==> config.mk <==
export PLATFORM = sky130hd
export DESIGN_NAME = multiplier_iterative
export DESIGN_NICKNAME = d
export VERILOG_FILES = /design/src/rtl/multiplier_iterative.sv
export SDC_FILE = /design/constraint.sdc
export NUM_CORES = 1
export LEC_CHECK = 0
export ABC_AREA = 1
export BUFFER_PORTS_ARGS = -buffer_cell sky130_fd_sc_hd__buf_2
export CORE_MARGIN = 1.5
export CORE_UTILIZATION = 61
export CTS_CLUSTER_DIAMETER = 200
export DETAILED_ROUTE_END_ITERATION = 12
export PLACE_DENSITY = 0.81
export SYNTH_ARGS = -nofsm -noshare
export SYNTH_HDL_FRONTEND = slang
export SYNTH_SLANG_ARGS = --single-unit
==> constraint.sdc <==
create_clock -name clk -period 9.8 [get_ports clk]
set_input_delay 0.98 -clock clk [delete_from_list [all_inputs] [get_ports clk]]
set_output_delay 0.98 -clock clk [all_outputs]
set_load 0.02 [all_outputs]
==> src/rtl/multiplier_iterative.sv <==
// -----------------------------------------------------------------------------
// multiplier_iterative
//
// Unsigned 32x32 -> 64-bit sequential shift-add multiplier. One partial
// product is folded into the accumulator per clock, so a product takes a
// fixed 32 cycles from the accepting edge to the result pulse.
//
// Ports:
//   clk       in   1   single clock, rising edge
//   reset     in   1   asynchronous, active-high reset
//   valid_in  in   1   start strobe, sampled on rising clk
//   a         in  32   unsigned multiplicand, captured on the accepting edge
//   b         in  32   unsigned multiplier, captured on the accepting edge
//   valid_out out  1   one-cycle pulse marking r as a new product
//   r         out 64   registered product, held until the next completion
//
// Handshake: there is no ready signal. A start is accepted on any rising
// edge where valid_in=1 and the block is IDLE or DONE; while BUSY, valid_in
// is ignored and the operands are not re-sampled. valid_out is high for
// exactly one cycle (the DONE state) per accepted operation, and r only
// changes on that completion edge (or on reset).
// -----------------------------------------------------------------------------
module multiplier_iterative (
  input  logic        clk,
  input  logic        reset,
  input  logic        valid_in,
  input  logic [31:0] a,
  input  logic [31:0] b,
  output logic        valid_out,
  output logic [63:0] r
);

  typedef enum logic [1:0] {
    S_IDLE = 2'd0,
    S_BUSY = 2'd1,
    S_DONE = 2'd2
  } state_t;

  // FSM state, kept as a named signal so checkers can bind to it.
  state_t state;
  state_t state_next;

  // Datapath registers.
  logic [63:0] mcand;   // multiplicand, shifted left one place per step
  logic [31:0] mplier;  // multiplier, shifted right one place per step
  logic [63:0] acc;     // running partial-product sum
  logic [4:0]  count;   // completed BUSY steps, 0..31

  // Control decoded from the current state.
  logic load;           // accept a new start on this edge
  logic step;           // perform one shift-add step on this edge
  logic finish;         // this edge is the 32nd step

  // Next accumulator value for the current step. The sum of at most 32
  // shifted copies of a 32-bit operand always fits in 64 bits.
  logic [63:0] acc_sum;

  assign acc_sum = mplier[0] ? (acc + mcand) : acc;

  // ---------------------------------------------------------------------------
  // State register
  // ---------------------------------------------------------------------------
  always_ff @(posedge clk or posedge reset) begin
    if (reset) begin
      state <= S_IDLE;
    end else begin
      state <= state_next;
    end
  end

  // ---------------------------------------------------------------------------
  // Next-state and control decode
  // ---------------------------------------------------------------------------
  always_comb begin
    state_next = state;
    load       = 1'b0;
    step       = 1'b0;
    finish     = 1'b0;

    unique case (state)
      S_IDLE: begin
        if (valid_in) begin
          load       = 1'b1;
          state_next = S_BUSY;
        end
      end

      S_BUSY: begin
        step = 1'b1;
        if (count == 5'd31) begin
          finish     = 1'b1;
          state_next = S_DONE;
        end
      end

      S_DONE: begin
        // A start on the edge leaving DONE is accepted just as from IDLE,
        // giving back-to-back operations a 33-cycle throughput.
        if (valid_in) begin
          load       = 1'b1;
          state_next = S_BUSY;
        end else begin
          state_next = S_IDLE;
        end
      end

      default: begin
        state_next = S_IDLE;
      end
    endcase
  end

  // ---------------------------------------------------------------------------
  // Shift-add datapath
  // ---------------------------------------------------------------------------
  always_ff @(posedge clk or posedge reset) begin
    if (reset) begin
      mcand  <= 64'd0;
      mplier <= 32'd0;
      acc    <= 64'd0;
      count  <= 5'd0;
    end else if (load) begin
      mcand  <= {32'd0, a};
      mplier <= b;
      acc    <= 64'd0;
      count  <= 5'd0;
    end else if (step) begin
      acc    <= acc_sum;
      mcand  <= {mcand[62:0], 1'b0};
      mplier <= {1'b0, mplier[31:1]};
      // Wraps to 0 after the last step; it is reloaded on the next start.
      count  <= count + 5'd1;
    end
  end

  // ---------------------------------------------------------------------------
  // Output registers
  // ---------------------------------------------------------------------------
  // valid_out is high only in the cycle after the finishing edge, i.e. while
  // the FSM sits in DONE. r captures the sum including the final step's
  // addition and otherwise holds its value.
  always_ff @(posedge clk or posedge reset) begin
    if (reset) begin
      valid_out <= 1'b0;
      r         <= 64'd0;
    end else begin
      valid_out <= finish;
      if (finish) begin
        r <= acc_sum;
      end
    end
  end

endmodule

* Word-level counts from Yosys, hierarchy flattened
Cells that the tools add are included.
** Storage, ports and cells
- Bits of input ports :: 67
- Bits in registers :: 232
- Output and inout port bits :: 65
** Cells by class
- Mux-type cells :: 18
- Equal/unequal tests :: 5
- $add $sub $neg :: 2
- Reductions and logical operators :: 4
** Operator list (number)
- 64-bit 2-to-1 mux :: 5
- 64-bit adder :: 1
- 32-bit 2-to-1 mux :: 2
- 5-bit 2-to-1 mux :: 2
- 1-bit 2-to-1 mux :: 6
- 2-bit one-hot mux with 3 select lines :: 1
- 5-bit by 1-bit adder with 5-bit output (second input constant) :: 1
- 5-bit == test (second input constant) :: 1
- 2-bit 2-to-1 mux :: 2
- 2-bit != test (second input constant) :: 2
- 2-bit by 1-bit == test with 1-bit output (second input constant) :: 1
- 2-bit == test (second input constant) :: 1
- 2-bit zero test :: 1
- 2-bit AND reduction :: 1
- 2-bit nonzero test :: 1
- 2-bit OR reduction :: 1

* Logic depth before layout (Yosys ltp)
Gate-level depths: netlist of the first run.
- Word-level depth :: 4
- Depth in mapped cells :: 16
- Gate-level depth less buffers :: 16

* Worst setup path after synthesis of the first run
No wires, ideal clock.
- Kind :: register -> register
- Start point :: register mcand[0]
- End point :: register r[44]
- Cell stages (with the launch flop) :: 15
- Arrival time :: 1809 ps
- Clock period less this slack :: 1927 ps
- Setup time :: 117 ps
- Data required time :: 9683 ps
- Buffers on the path :: 0
- Path slack :: 7873 ps
- Cells stage by stage :: dfrtp_1 ha_1 inv_1 fa_1 nor2_1 or2_2 nand3_1 nand2_1 nand2_1 nand2_1 nand2_1 nand3_1 nand3_1 nand3_1 nand2_1
** Between the ends
- Longest elaborated chain between the ends :: 2
** Ends and longest elaborated chain
- from (decl) :: RTL line 44 : logic [63:0] mcand;
- from (signal assigned) :: RTL line 123 : mcand <= {32'd0, a};
- from (signal assigned) :: RTL line 129 : mcand <= {mcand[62:0], 1'b0};
- 64-bit adder :: RTL line 58 : assign acc_sum = mplier[0] ? (acc + mcand) : acc;
- 64-bit 2-to-1 mux :: RTL line 58
- to (signal assigned) :: RTL line 149 : r <= acc_sum;
- to (decl) :: RTL line 30 : output logic [63:0] r
Every way passes these cells.
A chain may end at the register's enable or synchronous reset.

* Worst setup path in the final report of the first run
- Start point :: register state[1]
- End point :: register mcand[27]
** Between the ends
- Longest elaborated chain between the ends :: 4
- Elaborated cells between the ends (all ways) :: 8
- Those cells by class :: eq/ne (2); mux (3); reduce/logical (3)
** Ends and longest elaborated chain
- from (decl) :: RTL line 40 : state_t state;
- from (signal assigned) :: RTL line 67 : state <= state_next;
- 2-bit == test / 2-bit zero test (equally long branches) :: RTL line 80 : unique case (state)
- 2-bit OR reduction (no source line)
- 1-bit 2-to-1 mux
- 64-bit 2-to-1 mux / 2-bit nonzero test (equally long branches)
Parallel ways exist; a longest one is shown, timed or not.

==> results of run 1 <==
==> layer usage <==
layer,share of wire (%),vias to the layer above,global-route usage (%)
met5,0,-,0
met4,2.3,0,9.30
met3,8.2,81,3.50
met2,44,657,56.2
met1,46,7048,53.3
li1,-,7481,-
==> through the flow <==
step | instance area, um2 | util [%] | hold WS (ns) | setup WS, ns
6_report | 17500 | 69.1 | 0.477 | 6.30
5_1_grt | 17500 | 69.1 | 0.488 | 6.11
4_1_cts | 17500 | 69.1 | 0.478 | 6.41
3_5_place_dp | 16600 | 65.7 | 0.460 | 6.39
3_3_place_gp | 16600 | 65.7 | 0.457 | 6.56
2_1_floorplan | 15700 | - | 0.467 | 2.46
==> layout by cell type (no fill, tap or decap), drive strengths merged <==
master	instances
buf	141
o221ai	61
xor2	16
o21ai	71
dfrtp	232
or2	26
nor2	106
o211ai	21
bufinv	5
clkbuf	32
ha	65
o22ai	48
nand4	2
o21bai	3
clkinvlp	1
a21oi	46
a22o	1
nor3	15
a22oi	1
fa	1
clkinv	9
nand2	922
xnor2	10
inv	488
and2	1
nand3	150
==> final cells by class <==
| class | instances | area [um2] | area share, % |
|---|---|---|---|
| clock inverter | 11 | 208 | 1.19 |
| multi-input combinational | 1566 | 7780 | 44.5 |
| timing repair buffer | 141 | 731 | 4.18 |
| tap | 330 | 413 | 2.36 |
| inverter | 492 | 1860 | 10.6 |
| clock buffer | 32 | 671 | 3.84 |
| sequential | 232 | 5810 | 33.3 |
==> registers in the layout, indices dropped and copies added (netlist names) <==
name	count
mplier	32
mcand	64
r	64
acc	64
state	2
count	5
valid_out	1
==> critical path, delay by kind of cell (launching register included) <==
family | cells | cell delay [ns]
flops | 1 | 0.40
buf+inv | 3 | 1.95
simple gates | 2 | 0.65
compound gates | 1 | 0.24
==> cells by family after synthesis <==
family	after synthesis	synth area share, %
AOI/OAI and AO/OA	252	10.3
xor gates and xnor gates	26	1.45
adders and majority gates	66	5.31
buffers and inverters	561	13.6
DFF	232	37.0
and+or+nand+nor	1222	32.4
==> worst min path at each step <==
stage | from | end | slack, ns | cells after the start
after floorplan | acc[21] | acc[21] | 0.47 | 2
after detailed placement | r[61] | r[61] | 0.46 | 2
after global routing | r[47] | r[47] | 0.49 | 2
after global placement | r[57] | r[57] | 0.46 | 2
after CTS | r[39] | r[39] | 0.48 | 2
final | r[39] | r[39] | 0.48 | 2
==> run_results.csv, run 1 <==
group,metric,value,unit
critical_path,arrival,3.88,ns
sta,finalHoldViolCount,0,
clock_network,path_clk_slew,0.06,ns
die,dieArea,0.0267,mm2
yosys,syn_avg_cell_area,6.66,um2
clock_network,clockRootBuffer,"clkbuf_16",
drt,ant_nets,0,
yosys,synth_area,0.0157,mm2
global_routing,antenna_found_initial,0,
critical_path,cp-start-kind,"register",
placement,dp_hpwl,34500,um
critical_path,r2r_cells,6,
status,status,"completed",
sta,period_share,35.7,%
hold_path,hold_path_class,"reg2reg",
clock_network,ctsHtreeMaxLevel,1,
sta,fin_crit,3.50,ns
final_layout,drive_above_1_share,11.8,%
critical_path,crit_path_end_kind,"register",
yosys,synth-edff-count,0,
yosys,ys_seq_area_share,37.0,%
clock_network,postCtsSetupRepairBufs,0,
final_layout,diodes,0,
flow_run,cap_violations,0,
sta,worst_slew_pin_slew,1.17,ns
clock_network,cts_sinks,232,
global_routing,gr-total-overflow,0,
critical_path,reg2reg_slack,6.30,ns
sta,setup_tns,0,ns
final_layout,final_cells,2804,
yosys,syn_inst,2359,
die,die_x,163,um
yosys,synth_common_cells,"nand2_1 (898), inv_1 (474), dfrtp_1 (232)",
final_layout,fin_nets,2590,
die,core_area,0.0253,mm2
critical_path,startpoint,"state[1]",
critical_path,crit_end,"mcand[27]",
yosys,synth-async-reset-ratio,100,%
critical_path,rr_endpoint,"mcand[27]",
drt,drtIter0Drc,1675,
die,row_count,58,
yosys,synth_seq_cells,232,
drt,wl,47100,um
sta,slew_violations,0,
final_layout,nFillCells,2140,
clock_network,cts_tree,"yes",
sta,max_freq,0.285,GHz
placement,dp_cells,2761,
drt,first_pass_iters,6,
drt,viasPerCell,5.44,
critical_path,cp_cell_sequence,"nor2_4 > buf_4 > clkinv_2 > nand2_4 > buf_4 > o221ai_1",
yosys,synth_fp_nets,2492,
placement,gp_congestion,0.973,
sta,finClkSkew,0.0244,ns
critical_path,crit_type,"reg2reg",
clock_network,clk_latency,0.56,ns
clock_network,cts_resized,0,
yosys,ys_top_cells_by_area,"dfrtp_1 (37%), nand2_1 (21%), inv_1 (11%)",
yosys,synth_warnings,0,
drt,wire_per_inst,16.8,um
critical_path,critPathSlowestCell,"buf_4",
critical_path,r2r_start,"state[1]",
yosys,synth_top_area_share,37.0,%
critical_path,critPathMaxFanout,84,
clock_network,cts_made_buffers,24,
clock_network,holdBufCountCts,0,
yosys,ys_types,31,
placement,placement.io_buffers,131,
die,initial_core_util,62.2,%
yosys,synth.most_common_cell,"nand2_1",
global_routing,grt_pass1_vias,14474,
critical_path,crit_top_cell,"buf_4",
die,io_pins,132,
critical_path,crit_required,10.18,ns
die,die_height,163,um
sta,rsz0062_at_grt,"false",
sta,setup_violations,0,
final_layout,syn_to_final_growth,11.2,%
sta,slew_headroom,22.0,%
critical_path,slowest_delay,0.79,ns
drt,dr_total_vias,15267,
global_routing,grt_pass1_wl,75000,um
global_routing,grt_use_total,36.0,%
global_routing,grt_max_degree,103,
drt,drc,0,
yosys,yosysTopAreaCell,"dfrtp_1",
clock_network,clk_path_buf_depth,3,
yosys,synth_ff_type,"dfrtp_1",
Power of run 1 is left out: the tool's default activity adds up to more than one toggle a clock period on the data nets, which glitch-free logic cannot reach.
==> run 2: changes to the inputs <==
Settings changed: CORE_UTILIZATION 61 to 55, PLACE_DENSITY 0.81 to 0.77.
Clock period 9.8 ns to 3.2 ns, I/O delays scaled along.
==> run_results.csv, run 2 (same netlist as run 1, synthesis figures left out) <==
group,metric,value,unit
final_layout,multi_input_area,0.00778,mm2
power,clock_power_share,12.8,%
die,dieArea,0.0296,mm2
drt,drtIter0Drc,1346,
clock_network,clk_latency,0.55,ns
critical_path,crit_path_end_kind,"register",
final_layout,final_common_cell,"nand2_1",
die,core_area,0.0279,mm2
final_layout,fin_nets,2645,
final_layout,final_cell_mix,"nand2_1 (896), inv_1 (472), dfrtp_1 (231)",
critical_path,cp-start-kind,"register",
sta,finalHoldViolCount,0,
sta,fin_crit,2.74,ns
final_layout,nFillCells,2554,
drt,first_pass_iters,6,
placement,gp_congestion,0.963,
sta,worst_slew_pin_slew,1.04,ns
clock_network,holdBufCountCts,47,
status,status,"completed",
drt,ant_nets,0,
clock_network,clk_path_buf_depth,3,
critical_path,arrival,3.18,ns
power,p_comb_share,64.9,%
sta,setup_violations,0,
clock_network,cts_resized,0,
critical_path,slowest_delay,0.46,ns
clock_network,clockRootBuffer,"clkbuf_16",
global_routing,grt_max_degree,88,
critical_path,path_buf_inv,1,
clock_network,ctsHtreeMaxLevel,1,
drt,drc,0,
sta,setup_ws,0.461,ns
die,die_x,172,um
critical_path,cp_cell_sequence,"ha_1 > inv_1 > fa_1 > nor2_1 > or2_2 > nand3_1 > nand2_1 > nand2_1 > nand2_1 > nand2_1 > nand3_1 > nand3_1 > nand3_1 > nand2_1",
power,switching_share,53.2,%
drt,wl,47800,um
drt,wire_per_inst,16.5,um
placement,dp_hpwl,35900,um
die,row_count,61,
global_routing,grt_use_total,32.9,%
clock_network,postCtsSetupRepairBufs,0,
critical_path,critPathMaxFanout,3,
power,p_switching,12.1,mW
clock_network,cts_made_buffers,25,
global_routing,gr-total-overflow,0,
hold_path,hold_path_class,"in2reg",
power,seqPwrFrac,22.3,%
global_routing,antenna_found_initial,0,
power,power_density,1260,mW/mm2
sta,max_freq,0.365,GHz
clock_network,path_clk_slew,0.06,ns
flow_run,cap_violations,0,
drt,dr_total_vias,15240,
critical_path,crit_required,3.64,ns
critical_path,crit_top_cell,"nand2_1",
power,leakagePower,10.2,nW
power,internal_power,10.6,mW
die,die_height,172,um
hold_path,whs_endpoint,"mplier[24]",
critical_path,rr_endpoint,"acc[44]",
sta,slew_violations,0,
critical_path,reg2reg_slack,0.46,ns
critical_path,critPathSlowestCell,"fa_1",
final_layout,fin_util,64.5,%
hold_path,whs_path_depth,3,
die,initial_core_util,56.2,%
critical_path,crit_type,"reg2reg",
placement,placement.io_buffers,131,
placement,place_ws,0.506,ns
clock_network,cts_sinks,232,
hold_path,worstHoldStart,"b[24]",
sta,period_share,85.6,%
critical_path,r2r_cells,14,
critical_path,r2r_start,"mcand[0]",
global_routing,grt_pass1_wl,75600,um
drt,viasPerCell,5.25,
final_layout,syn_to_final_growth,14.8,%
sta,finClkSkew,0.00986,ns
sta,slew_headroom,30.8,%
die,io_pins,132,
clock_network,cts_tree,"yes",
final_layout,drive_above_1_share,11.8,%
power,peakVddDrop,0.727,mV
final_layout,diodes,0,
sta,rsz0062_at_grt,"false",
critical_path,critical_path.top_delay_family,"simple AND/OR/NAND/NOR gates",
final_layout,largest_registers,"acc x64, mcand x64, r x64",
global_routing,grt_pass1_vias,14225,
final_layout,ff_latch_area,0.00581,mm2
## run 2: cell types whose count changed in the layout (fill, tap and decap cells not counted), sizes merged
cell | previous run | this run
dlygate4sd3 | 0 | 47
buf | 141 | 148
bufinv | 5 | 2
clkinvlp | 1 | 2
clkinv | 9 | 10
## run 2: power by group through the flow
| stage | registers, mW | clock network, mW | logic, mW |
|---|---|---|---|
| after floorplan | 5.19 | 0 | 10.3 |
| after global placement | 5.02 | 0 | 14.2 |
| after detailed placement | 5.07 | 0 | 14.5 |
| after CTS | 5.05 | 2.95 | 14.6 |
| after global routing | 5.21 | 3.06 | 16.5 |
| final | 5.06 | 2.91 | 14.8 |
## run 2: routing by layer
metal	vias up	track usage, %	wire length (um)
met5	-	0	0
met4	0	6.92	886
met3	63	3.87	3050
met2	491	50.5	20500
met1	7098	49.6	23400
li1	7588	-	-
## run 2: worst max path at each step
stage                         end     start  slack (ns)  cells after the start
after CTS                 acc[44]  mcand[0]        0.51                     14
after floorplan            acc[0]     reset       -0.16                      1
after detailed placement    r[44]  mcand[0]        0.51                     14
after global placement    acc[44]  mcand[0]        0.56                     14
after global routing        r[60]  mcand[0]        0.37                     14
final                     acc[44]  mcand[0]        0.46                     14
## run 2: tightest hold or removal path, delay by kind of cell
kind | cells | cell delay (ns)
AOI/OAI and AO/OA | 1 | 0.07
buffers and inverters | 1 | 0.08
and+or+nand+nor | 1 | 0.05
## run 2: final cells by class
type	instances	share of cell area [%]
clock buffer	32	3.84
tap	378	2.62
multi-input combinational	1566	43.1
inverter	492	10.3
clock inverter	10	0.673
timing repair buffer	195	7.23
sequential	232	32.2
## run 2: stage by stage
stage	instance area (um2)	hold WS [ns]	total power, mW	instances	setup TNS [ns]
after floorplan	15700	0.441	15.5	2359	-36.18
after global placement	16700	0.457	19.2	2816	0
after detailed placement	16700	0.460	19.5	2816	0
after CTS	18000	0.000330	22.6	2905	0
after global routing	18000	0.00565	24.8	2905	0
final	18000	0.0150	22.7	2905	0
(Power assumes the default switching activity.)
==> run 3: changes to the inputs <==
Clock period 3.2 ns to 2.3 ns, I/O delays scaled along.
==> run_results.csv, run 3 (same netlist as run 1, synthesis figures left out) <==
group,metric,value,unit
sta,slew_headroom,51.0,%
drt,drtIter0Drc,1429,
global_routing,grt_use_total,36.0,%
placement,placement.io_buffers,131,
flow_run,cap_violations,0,
critical_path,slowest_delay,0.43,ns
global_routing,grt_util_met2,57.3,%
global_routing,antenna_found_initial,0,
global_routing,grt_pass1_wl,81800,um
die,io_pins,132,
critical_path,critPathMaxFanout,4,
drt,drc,0,
sta,fin_crit,2.27,ns
clock_network,cts_made_buffers,27,
critical_path,crit_required,2.69,ns
clock_network,clk_latency,0.58,ns
final_layout,final_common_cell,"nand2_1",
global_routing,top_usage_layer,"met2",
die,row_count,61,
status,status,"completed",
sta,setup_ws,0.0256,ns
final_layout,syn_to_final_growth,32.2,%
final_layout,final_cell_mix,"nand2_1 (807), inv_1 (466), dfrtp_1 (230)",
drt,ant_nets,0,
hold_path,whs_endpoint,"state[0]",
die,core_area,0.0279,mm2
clock_network,cts_tree,"yes",
critical_path,reg2reg_slack,0.03,ns
clock_network,cts_sinks,232,
critical_path,startpoint,"mcand[1]",
critical_path,r2r_cells,11,
critical_path,crit_path_end_kind,"register",
sta,period_share,98.9,%
critical_path,arrival,2.66,ns
die,die_x,172,um
critical_path,crit_top_cell,"nand2_1",
sta,rsz0062_at_grt,"true",
clock_network,clockRootBuffer,"clkbuf_16",
clock_network,ctsHtreeMaxLevel,1,
clock_network,clk_path_buf_depth,3,
critical_path,critPathSlowestCell,"dfrtp_1",
critical_path,r2r_start,"mcand[1]",
global_routing,grt_util_met3,5.40,%
global_routing,grt_use_met1,50.4,%
hold_path,hold_path_class,"in2reg",
clock_network,path_clk_slew,0.07,ns
final_layout,diodes,0,
drt,viasPerCell,5.41,
hold_path,whs_path_depth,3,
die,initial_core_util,56.2,%
critical_path,cp_cell_sequence,"ha_1 > nand2_1 > nand2_1 > nand3_1 > nand2_2 > nand2_1 > nand2_2 > buf_4 > xor2_1 > o21ai_0 > o22ai_1",
die,dieArea,0.0296,mm2
global_routing,grt_pass1_vias,15627,
placement,place_ws,-0.167,ns
sta,setup_violations,0,
final_layout,fin_nets,2783,
final_layout,largest_registers,"acc x64, mcand x64, r x64",
drt,dr_total_vias,16504,
sta,worst_slew_pin_slew,0.735,ns
critical_path,crit_type,"reg2reg",
global_routing,grt_max_degree,122,
sta,max_freq,0.440,GHz
final_layout,drive_above_1_share,24.6,%
drt,first_pass_iters,7,
global_routing,gr-total-overflow,0,
placement,dp_hpwl,36800,um
critical_path,rr_endpoint,"acc[11]",
hold_path,worstHoldStart,"valid_in",
drt,wire_per_inst,18.1,um
sta,finalHoldViolCount,0,
sta,slew_violations,0,
drt,wl,55100,um
critical_path,cp-start-kind,"register",
die,die_height,172,um
placement,gp_congestion,0.948,
sta,finClkSkew,0.0336,ns
## run 3: changes by cell type in the layout (fill, tap and decap cells not counted), sizes merged
cell         change
buf            +118
bufinv           +1
clkbuf           +3
clkinv           +4
clkinvlp         -1
dlygate4sd3     +18
inv              +1
## run 3: worst max-delay path by stage
| stage | to | cells past startpoint | slack, ns |
|---|---|---|---|
| floorplan | acc[0] | 1 | -0.97 |
| global placement | r[40] | 16 | -0.12 |
| detailed placement | acc[44] | 14 | -0.17 |
| CTS | acc[36] | 17 | 0.004 |
| global route | acc[38] | 17 | -0.12 |
| finish | acc[11] | 11 | 0.03 |
## run 3: cell type report
class                      instances  area (um2)
multi-input combinational       1566        9180
fill                            2133        7170
sequential                       232        5810
timing repair buffer             331        2510
inverter                         492        1850
clock buffer                      35         766
tap                              378         473
clock inverter                    15         176
## run 3: layer usage
metal,vias to the layer above,wire [um]
met4,0,1460
li1,7872,-
met2,670,25400
met1,7844,24400
met3,118,3790
met5,-,0
## run 3: metrics by stage
stage                     hold slack (ns)  util (%)  instances  setup TNS (ns)  area (um2)
after global placement              0.154      63.3       2926          -0.919       17700
after CTS                          0.0805      69.6       3041               0       19400
after global routing                0.139      74.3       3049          -0.922       20800
after floorplan                     0.351         -       2359         -224.10       15700
after detailed placement            0.156      63.3       2926           -2.37       17700
final                               0.101      74.3       3049               0       20800
## run 3: worst max-delay path, delay by kind of cell, from the launching register on
family	cells	cell delay, ns
adders and majority gates	1	0.34
and+or+nand+nor	6	0.56
DFF	1	0.43
xor gates and xnor gates	1	0.14
buffers and inverters	1	0.14
AOI/OAI and AO/OA	2	0.47
## run 3: timing repair
item,CTS,global route
gates resized for setup,36,261
pin swaps,3,36
endpoints found under the hold margin,166,0
hold buffers,65,0
endpoints found under the setup margin,47,96
setup buffers,0,8
Power of run 3 is left out for the same reason.
